### src/rtl/cpu_types_pkg.sv
// Shared CPU/memory types: word and RAM status types, arbiter state encoding
// and the default data-burst limit used by ram_arbiter.
package cpu_types_pkg;

  typedef logic [31:0] word_t;

  typedef enum logic [1:0] {
    FREE   = 2'd0,
    BUSY   = 2'd1,
    ACCESS = 2'd2,
    ERROR  = 2'd3
  } ramstate_t;

  typedef enum logic [1:0] {
    IDLE   = 2'd0,
    GNT_D  = 2'd1,
    GNT_I0 = 2'd2,
    GNT_I1 = 2'd3
  } arb_state_t;

  localparam int DEFAULT_MAX_DBURST = 4;

  // Burst counter is at least 3 bits and wide enough to hold max_burst itself.
  function automatic int burst_cnt_width(input int max_burst);
    int w;
    w = $clog2(max_burst + 1);
    return (w < 3) ? 3 : w;
  endfunction

endpackage

### src/rtl/ram_arbiter_if.sv
// Bundle of the two instruction ports, the data port and the RAM port seen by
// ram_arbiter. slave = arbiter side, master = requestors plus RAM model.
interface ram_arbiter_if;
  import cpu_types_pkg::*;

  logic [1:0]      iREN;
  word_t [1:0]     iaddr;
  logic [1:0]      iwait;
  word_t [1:0]     iload;

  logic            dREN;
  logic            dWEN;
  word_t           daddr;
  word_t           dstore;
  logic            dwait;
  word_t           dload;

  logic            ramREN;
  logic            ramWEN;
  word_t           ramaddr;
  word_t           ramstore;
  word_t           ramload;
  ramstate_t       ramstate;

  modport slave (
    input  iREN, iaddr, dREN, dWEN, daddr, dstore, ramload, ramstate,
    output iwait, iload, dwait, dload, ramREN, ramWEN, ramaddr, ramstore
  );

  modport master (
    output iREN, iaddr, dREN, dWEN, daddr, dstore, ramload, ramstate,
    input  iwait, iload, dwait, dload, ramREN, ramWEN, ramaddr, ramstore
  );

endinterface

### src/rtl/rr_picker.sv
// Two-way round-robin select: a lone request wins outright, a tie goes to the
// CPU named by ptr.
module rr_picker (
  input  logic [1:0] req,
  input  logic       ptr,
  output logic       valid,
  output logic       idx
);

  // NOTE: every variable gets a default before the case so no path infers a latch.
  always_comb begin
    valid = |req;
    idx   = 1'b0;
    case (req)
      2'b01:   idx = 1'b0;
      2'b10:   idx = 1'b1;
      2'b11:   idx = ptr;
      default: idx = 1'b0;
    endcase
  end

endmodule

### src/rtl/ram_arbiter.sv
// Single-port RAM arbiter for two instruction fetch ports and one data port:
// data has priority, bounded by MAX_DBURST while instruction fetches wait.
module ram_arbiter
  import cpu_types_pkg::*;
#(
  parameter int MAX_DBURST = DEFAULT_MAX_DBURST
) (
  input  logic          CLK,
  input  logic          nRST,
  ram_arbiter_if.slave  bus
);

  localparam int              CW        = burst_cnt_width(MAX_DBURST);
  localparam logic [CW-1:0]   BURST_MAX = CW'(MAX_DBURST);

  arb_state_t     state;
  arb_state_t     state_next;
  arb_state_t     arb_choice;
  arb_state_t     out_state;
  logic           rr_ptr;
  logic           rr_next;
  logic [CW-1:0]  burst_cnt;
  logic [CW-1:0]  burst_next;

  logic           d_req;
  logic           i_pending;
  logic           owner_req;
  logic           done;
  logic           d_done;
  logic           i_done;
  logic           pick_valid;
  logic           pick_idx;

  logic [1:0]     iwait_c;
  word_t [1:0]    iload_c;
  logic           dwait_c;
  word_t          dload_c;
  logic           ram_ren_c;
  logic           ram_wen_c;
  word_t          ram_addr_c;
  word_t          ram_store_c;

  assign d_req     = bus.dREN | bus.dWEN;
  assign i_pending = |bus.iREN;

  always_comb begin
    owner_req = 1'b0;
    case (state)
      GNT_D:   owner_req = d_req;
      GNT_I0:  owner_req = bus.iREN[0];
      GNT_I1:  owner_req = bus.iREN[1];
      default: owner_req = 1'b0;
    endcase
  end

  assign done   = owner_req && (bus.ramstate == ACCESS);
  assign d_done = done && (state == GNT_D);
  assign i_done = done && ((state == GNT_I0) || (state == GNT_I1));

  // Arbitration on a completion cycle must see the post-completion pointer and
  // burst count, otherwise the same CPU or one extra data beat would win again.
  assign rr_next = i_done ? (state == GNT_I0) : rr_ptr;

  always_comb begin
    burst_next = burst_cnt;
    if (i_done || !i_pending)
      burst_next = '0;
    else if (d_done && (burst_cnt != BURST_MAX))
      burst_next = burst_cnt + 1'b1;
  end

  rr_picker u_rr_picker (
    .req   (bus.iREN),
    .ptr   (rr_next),
    .valid (pick_valid),
    .idx   (pick_idx)
  );

  always_comb begin
    arb_choice = IDLE;
    if (d_req && !((burst_next == BURST_MAX) && i_pending))
      arb_choice = GNT_D;
    else if (pick_valid)
      arb_choice = pick_idx ? GNT_I1 : GNT_I0;
  end

  // A grant is only released by completion or by its owner dropping the request.
  always_comb begin
    state_next = state;
    if (state == IDLE)
      state_next = arb_choice;
    else if (!owner_req)
      state_next = IDLE;
    else if (done)
      state_next = arb_choice;
  end

  // NOTE: non-blocking assignments so every register samples pre-edge values.
  always_ff @(posedge CLK) begin
    if (!nRST) begin
      state     <= IDLE;
      rr_ptr    <= 1'b0;
      burst_cnt <= '0;
    end else begin
      state     <= state_next;
      rr_ptr    <= rr_next;
      burst_cnt <= burst_next;
    end
  end

  // Outputs decode as idle while reset is asserted, so an abandoned grant never
  // shows a completion pulse on its reset cycle.
  assign out_state = nRST ? state : IDLE;

  always_comb begin
    iwait_c     = 2'b11;
    iload_c     = '0;
    dwait_c     = 1'b1;
    dload_c     = '0;
    ram_ren_c   = 1'b0;
    ram_wen_c   = 1'b0;
    ram_addr_c  = '0;
    ram_store_c = '0;
    case (out_state)
      GNT_D: begin
        ram_addr_c = bus.daddr;
        dload_c    = bus.ramload;
        dwait_c    = !done;
        if (d_req) begin
          if (bus.dWEN) begin
            ram_wen_c   = 1'b1;
            ram_store_c = bus.dstore;
          end else begin
            ram_ren_c = 1'b1;
          end
        end
      end
      GNT_I0: begin
        ram_addr_c = bus.iaddr[0];
        ram_ren_c  = bus.iREN[0];
        iload_c[0] = bus.ramload;
        iwait_c[0] = !done;
      end
      GNT_I1: begin
        ram_addr_c = bus.iaddr[1];
        ram_ren_c  = bus.iREN[1];
        iload_c[1] = bus.ramload;
        iwait_c[1] = !done;
      end
      default: ;
    endcase
  end

  assign bus.iwait    = iwait_c;
  assign bus.iload    = iload_c;
  assign bus.dwait    = dwait_c;
  assign bus.dload    = dload_c;
  assign bus.ramREN   = ram_ren_c;
  assign bus.ramWEN   = ram_wen_c;
  assign bus.ramaddr  = ram_addr_c;
  assign bus.ramstore = ram_store_c;

endmodule

### src/flat_wrapper.sv
// flat-port wrapper written by rule: the top's interface ports become plain ports
module ram_arbiter_flat import cpu_types_pkg::*;
#(
  parameter int MAX_DBURST = DEFAULT_MAX_DBURST
)
  (CLK, nRST, bus_iREN, bus_iaddr, bus_dREN, bus_dWEN, bus_daddr, bus_dstore, bus_ramload, bus_ramstate, bus_iwait, bus_iload, bus_dwait, bus_dload, bus_ramREN, bus_ramWEN, bus_ramaddr, bus_ramstore);
  ram_arbiter_if bus_i ();
  input  logic CLK;
  input  logic nRST;
  input wire logic [$bits(bus_i.iREN)-1:0] bus_iREN;
  input wire logic [$bits(bus_i.iaddr)-1:0] bus_iaddr;
  input wire logic [$bits(bus_i.dREN)-1:0] bus_dREN;
  input wire logic [$bits(bus_i.dWEN)-1:0] bus_dWEN;
  input wire logic [$bits(bus_i.daddr)-1:0] bus_daddr;
  input wire logic [$bits(bus_i.dstore)-1:0] bus_dstore;
  input wire logic [$bits(bus_i.ramload)-1:0] bus_ramload;
  input wire logic [$bits(bus_i.ramstate)-1:0] bus_ramstate;
  output wire logic [$bits(bus_i.iwait)-1:0] bus_iwait;
  output wire logic [$bits(bus_i.iload)-1:0] bus_iload;
  output wire logic [$bits(bus_i.dwait)-1:0] bus_dwait;
  output wire logic [$bits(bus_i.dload)-1:0] bus_dload;
  output wire logic [$bits(bus_i.ramREN)-1:0] bus_ramREN;
  output wire logic [$bits(bus_i.ramWEN)-1:0] bus_ramWEN;
  output wire logic [$bits(bus_i.ramaddr)-1:0] bus_ramaddr;
  output wire logic [$bits(bus_i.ramstore)-1:0] bus_ramstore;
  assign bus_i.iREN = bus_iREN;
  assign bus_i.iaddr = bus_iaddr;
  assign bus_i.dREN = bus_dREN;
  assign bus_i.dWEN = bus_dWEN;
  assign bus_i.daddr = bus_daddr;
  assign bus_i.dstore = bus_dstore;
  assign bus_i.ramload = bus_ramload;
  assign bus_i.ramstate = bus_ramstate;
  assign bus_iwait = bus_i.iwait;
  assign bus_iload = bus_i.iload;
  assign bus_dwait = bus_i.dwait;
  assign bus_dload = bus_i.dload;
  assign bus_ramREN = bus_i.ramREN;
  assign bus_ramWEN = bus_i.ramWEN;
  assign bus_ramaddr = bus_i.ramaddr;
  assign bus_ramstore = bus_i.ramstore;
  ram_arbiter #(.MAX_DBURST(MAX_DBURST)) u_core (.CLK(CLK), .nRST(nRST), .bus(bus_i));
endmodule
### config.mk
export PLATFORM = sky130hd
export DESIGN_NAME = ram_arbiter_flat
export DESIGN_NICKNAME = d
export VERILOG_FILES = /design/src/rtl/cpu_types_pkg.sv /design/src/rtl/ram_arbiter_if.sv /design/src/rtl/rr_picker.sv /design/src/rtl/ram_arbiter.sv /design/src/flat_wrapper.sv
export SDC_FILE = /design/constraint.sdc
export NUM_CORES = 1
export LEC_CHECK = 0
export ABC_AREA = 1
export BUFFER_PORTS_ARGS = -buffer_cell sky130_fd_sc_hd__buf_2
export CAP_MARGIN = 5
export CORE_AREA = 8 8 122 124
export CTS_CLUSTER_DIAMETER = 100
export DETAILED_ROUTE_END_ITERATION = 12
export DIE_AREA = 0 0 130 132
export GPL_ROUTABILITY_DRIVEN = 1
export HOLD_SLACK_MARGIN = 0.05
export MAX_ROUTING_LAYER = met4
export PLACE_DENSITY = 0.46
export SYNTH_ARGS = -nofsm -noshare
export SYNTH_HDL_FRONTEND = slang
export SYNTH_SLANG_ARGS = --single-unit
### constraint.sdc
create_clock -name CLK -period 4.55 [get_ports CLK]
set_input_delay 0.91 -clock CLK [delete_from_list [all_inputs] [get_ports CLK]]
set_output_delay 0.91 -clock CLK [all_outputs]
set_load 0.005 [all_outputs]
# --- Word-level counts from Yosys, hierarchy flattened ---
# Index checks and enable logic that the tools add are counted.
# Widths: inputs -> output; s select.
totals:
  ff_bits: 6
  input_bits: 168
  output_inout_bits: 165
  elab_cells: 58
classes:
  add_sub_neg: 1
  n_eq_ne: 12
  mux: 28
  bitwise_logic: 1
  reduce_logical: 13
ops:
  columns: ["op", "n"]
  rows:
  - ["$mux 32", 6]
  - ["$pmux 32 s3", 1]
  - ["$eq 2x2->1 const B", 7]
  - ["$mux 2", 6]
  - ["$mux 1", 10]
  - ["$logic_and 1x1->1", 6]
  - ["$mux 3", 2]
  - ["$ne 3x3->1 const B", 2]
  - ["$pmux 1 s3", 2]
  - ["$eq 2x1->1 const B", 2]
  - ["$add 3x1->3 const B", 1]
  - ["$eq 3x3->1 const B", 1]
  - ["$logic_not 1->1", 3]
  - ["$logic_not 2->1", 1]
  - ["$logic_or 1x1->1", 2]
  - ["$pmux 1 s2", 1]
  - ["$reduce_or 2->1", 1]
  - ["$or 1x1->1", 1]

# --- Logic depth before layout (Yosys ltp) ---
depth:
  depth_word: 15
  ltp_mapped: 13
  depth_no_buf: 12

# --- Hierarchy ---
# From an unflattened synthesis, not the netlist that was laid out.
unflattened:
  cells_unflattened: 420
  hier_area_um2: 1874.3
by_module_without_submodules:
  columns: ["module", "instances", "cells_per_inst", "area_each_um2", "seq_area_each_um2"]
  rows:
  - ["ram_arbiter", 1, 415, 1851.8, 120.1]
  - ["rr_picker", 1, 5, 22.5, 0.0]

# --- Least setup slack after synthesis ---
# OpenSTA, ideal clock, no wires.
synth_timing:
  path_kind: "input -> output"
  start: "in nRST"
  end: "out bus_dload[12]"
  t_arrival_ps: 1693
  required_ps: 3640
  slack_ps: 1947
  stages: 6
  n_path_buf: 2
  cell_sequence: "inv_2 > nor2_2 > inv_1 > buf_2 > buf_2 > nor2_1"
synth_via:
  elab_chain_cells: 3
synth_rtl:
  columns: ["item", "line", "source"]
  rows:
  - ["start: declaration", "flat_wrapper.sv:9", "input logic nRST;"]
  - ["$mux 2", "ram_arbiter.sv:113", "assign out_state = nRST ? state : IDLE;"]
  - ["$eq 2x1->1", "ram_arbiter.sv:124", "case (out_state)"]
  - ["$mux 32", "ram_arbiter.sv:124", null]
  - ["end: declaration", "flat_wrapper.sv:21", "output wire logic [$bits(bus_i.dload)-1:0] bus_dload;"]
# Every way passes these cells.

# --- Final worst setup path ---
layout_timing:
  start: "in nRST"
  end: "out bus_dload[23]"
# Same word-level chain as after synthesis.

==> impl_metrics.yaml <==
floorplanning:
  die_h_um: 132
  die_area_um2: 17200
  top_level_ports: 333
  coreArea_um2: 13000
  start_util: 0.143
  core.rowCount: 42
  die_x_um: 130
drt:
  avgViaCountPerCell: 3.88
  drt-total-wl_mm: 13.4
  via_count: 3522
  first_pass_iters: 4
  drc: 0
  wl_per_cell_um: 14.7
  ant_nets: 0
  drtIter0Drc: 141
critical_path:
  worst_path_max_delay_cell: "inv_2"
  critPathLaunchType: "primary input"
  crit_path_max_fanout: 65
  cp_slowest_stage_delay_ns: 0.75
  reg2reg_depth: 11
  cp_cell_sequence: "buf_2, inv_2, nor2_2, inv_2, nor2_1, buf_2"
  r2r_end: "u_core.state[0]"
  critPathCaptureType: "output pin"
  rrSetupSlack_ns: 2.87
  path_class: "primary input to output pin"
  worst_ep_arrival_time_ns: 2.36
  timing.critical_path.from: "nRST"
  reg2reg_from: "u_core.state[0]"
  crit_required_ns: 3.64
synth:
  yosysSeqAreaShare: 0.0646
  syn_area_um2: 1860
  ys_seq_elements: 6
  synthCells: 417
  synth_top_area_cell: "nand2_1"
  synth_top_area_frac: 0.276
  syn_nets: 587
  synthTopCellsByArea: "nand2_1 28%, nor2_1 28%, inv_1 8.5%"
  synth_warnings: 0
  synth.distinct_cells: 24
  avgSynthCellArea_um2: 4.46
placement:
  gp_congestion: 0.805
  placed_area_um2: 3660
  dp_hpwl_mm: 11.3
  dpl_worst_slack_ns: 1.29
  port_buffers: 332
clock_network:
  postCtsSetupBuffers: 0
  cts_buffers: 3
  clock_latency_ns: 0.23
  cts_root_buf: "clkbuf_16"
  cts.sinks: 6
  cts_max_path_buffers: 2
  cts.reportedPaths.clkPinSlew_ns: 0.03
  post_cts_resized: 0
  hold_buffers: 0
  cts_tree: "done"
  htree_levels: 1
global_routing:
  grt_start_max_net_pins: 66
  grtUsageTotal: 0.146
  grt_pass1_wl_mm: 19.5
  grt_pass1_vias: 3511
  overflow: 0
  antenna_found_initial: 2
power:
  p_leak_uw: 0.00259
  power.density_nw_per_um2: 122
  peakVddDrop_mv: 0.0825
sta:
  max_slew_margin: 0.291
  clock_skew_ns: 0.000753
  worst_slew_pin_slew_ns: 1.06
  fin_crit_ns: 3.27
  report.final.hold_viol_count: 0
  max_freq_ghz: 0.306
  finalCritPeriodShare: 0.719
  final.setup.worst_slack_ns: 1.28
  drv_slew: 0
  fin_tns_setup_ns: 0
  setup_viol: 0
  rsz0062_at_grt: "no"
finish:
  multi_input_area_um2: 1460
  final_common_cell: "buf_2"
  layout_common_cells: "332 x buf_2, 137 x nand2_1, 137 x nor2_1, 41 x inv_1, 29 x nand3_1"
  num-nets-final: 901
  regArea_um2: 120
  postLayoutCoreUtil: 0.289
  layout-drive-gt1-share: 0.491
  syn2layout_area_growth_pct: 101
  fillers: 1560
  final_area_um2: 3740
hold_path:
  worst_hold_path.endpoint: "u_core.rr_ptr"
  hold_path_class: "register to register"
  hold_start: "u_core.rr_ptr"
  holdPathStages: 2
flow_run:
  drv_cap: 0
run_status:
  outcome: "complete, no violations"
==> stage by stage <==
step | instances | power (uW) | hold WS, ns
finish | 907 | 459 | 0.488
global route | 907 | 497 | 0.521
CTS | 905 | 465 | 0.497
detailed placement | 902 | 321 | 0.491
floorplan | 417 | 176 | 0.446
global placement | 902 | 325 | 0.502
==> Yosys cell counts <==
master / count
inv_1: 42
ha_1: 2
or2_1: 1
clkbuf_1: 14
or2_2: 1
nand2_2: 1
inv_2: 5
nand3_1: 29
o21ai_2: 1
nand3_2: 4
a21oi_4: 1
a21oi_1: 3
buf_4: 1
nor2_1: 137
a31oi_1: 1
a22oi_1: 8
nor2_2: 2
nor3_2: 3
xnor2_1: 1
nand2_1: 137
nor3_1: 2
buf_2: 12
nand4_1: 3
dfxtp_1: 6
==> layer usage <==
layer  global-route usage  up-vias  part of all wire
met1                0.163     1460              0.40
met5                    -        -                 0
met4               0.0174        0            0.0030
met3               0.0328        2             0.094
li1                     -     1877                 -
met2                0.265      183              0.50
==> worst max-delay path: cells and delay by family <==
family | cells | cell delay [ns]
buffers and inverters | 4 | 1.21
AND/OR/NAND/NOR | 2 | 0.18
==> flip-flops by register name, indices dropped and copies added, names as in the netlist <==
register	count
u_core.burst_cnt	3
u_core.state	2
u_core.rr_ptr	1
==> cell type report <==
cell class,count,share of cell area
diodes,2,0.00134
clock buffers,3,0.0200
well taps,176,0.0588
inverters,47,0.0471
repair buffers,336,0.452
multi-input cells,337,0.389
flip-flops and latches,6,0.0321
==> how the worst max path moves through the flow <==
stage,end,cells after the start
2_1_floorplan,bus_dload[12],6
6_report,bus_dload[23],6
5_1_grt,bus_dload[22],6
4_1_cts,bus_ramstore[30],6
3_3_place_gp,bus_ramstore[25],6
3_5_place_dp,bus_ramstore[30],6
==> power by group <==
group          switching, uW  total [uW]  leakage [uW]  internal [uW]
Combinational            139         256       0.00250            117
Sequential              5.96        61.6     0.0000488           55.6
Clock                   28.4         141     0.0000370            113
==> cells by family (layout without fill, tap and decap cells) <==
group | Yosys count | after routing | share of synthesized area
xor gates and xnor gates | 1 | 1 | 0.00471
AOI/OAI and AO/OA | 14 | 14 | 0.0572
DFF | 6 | 6 | 0.0646
and+or+nand+nor | 320 | 320 | 0.701
adders and majority gates | 2 | 2 | 0.0134
other | 0 | 2 | 0
buffers and inverters | 74 | 386 | 0.159
Power figures use the tool's default switching activity.
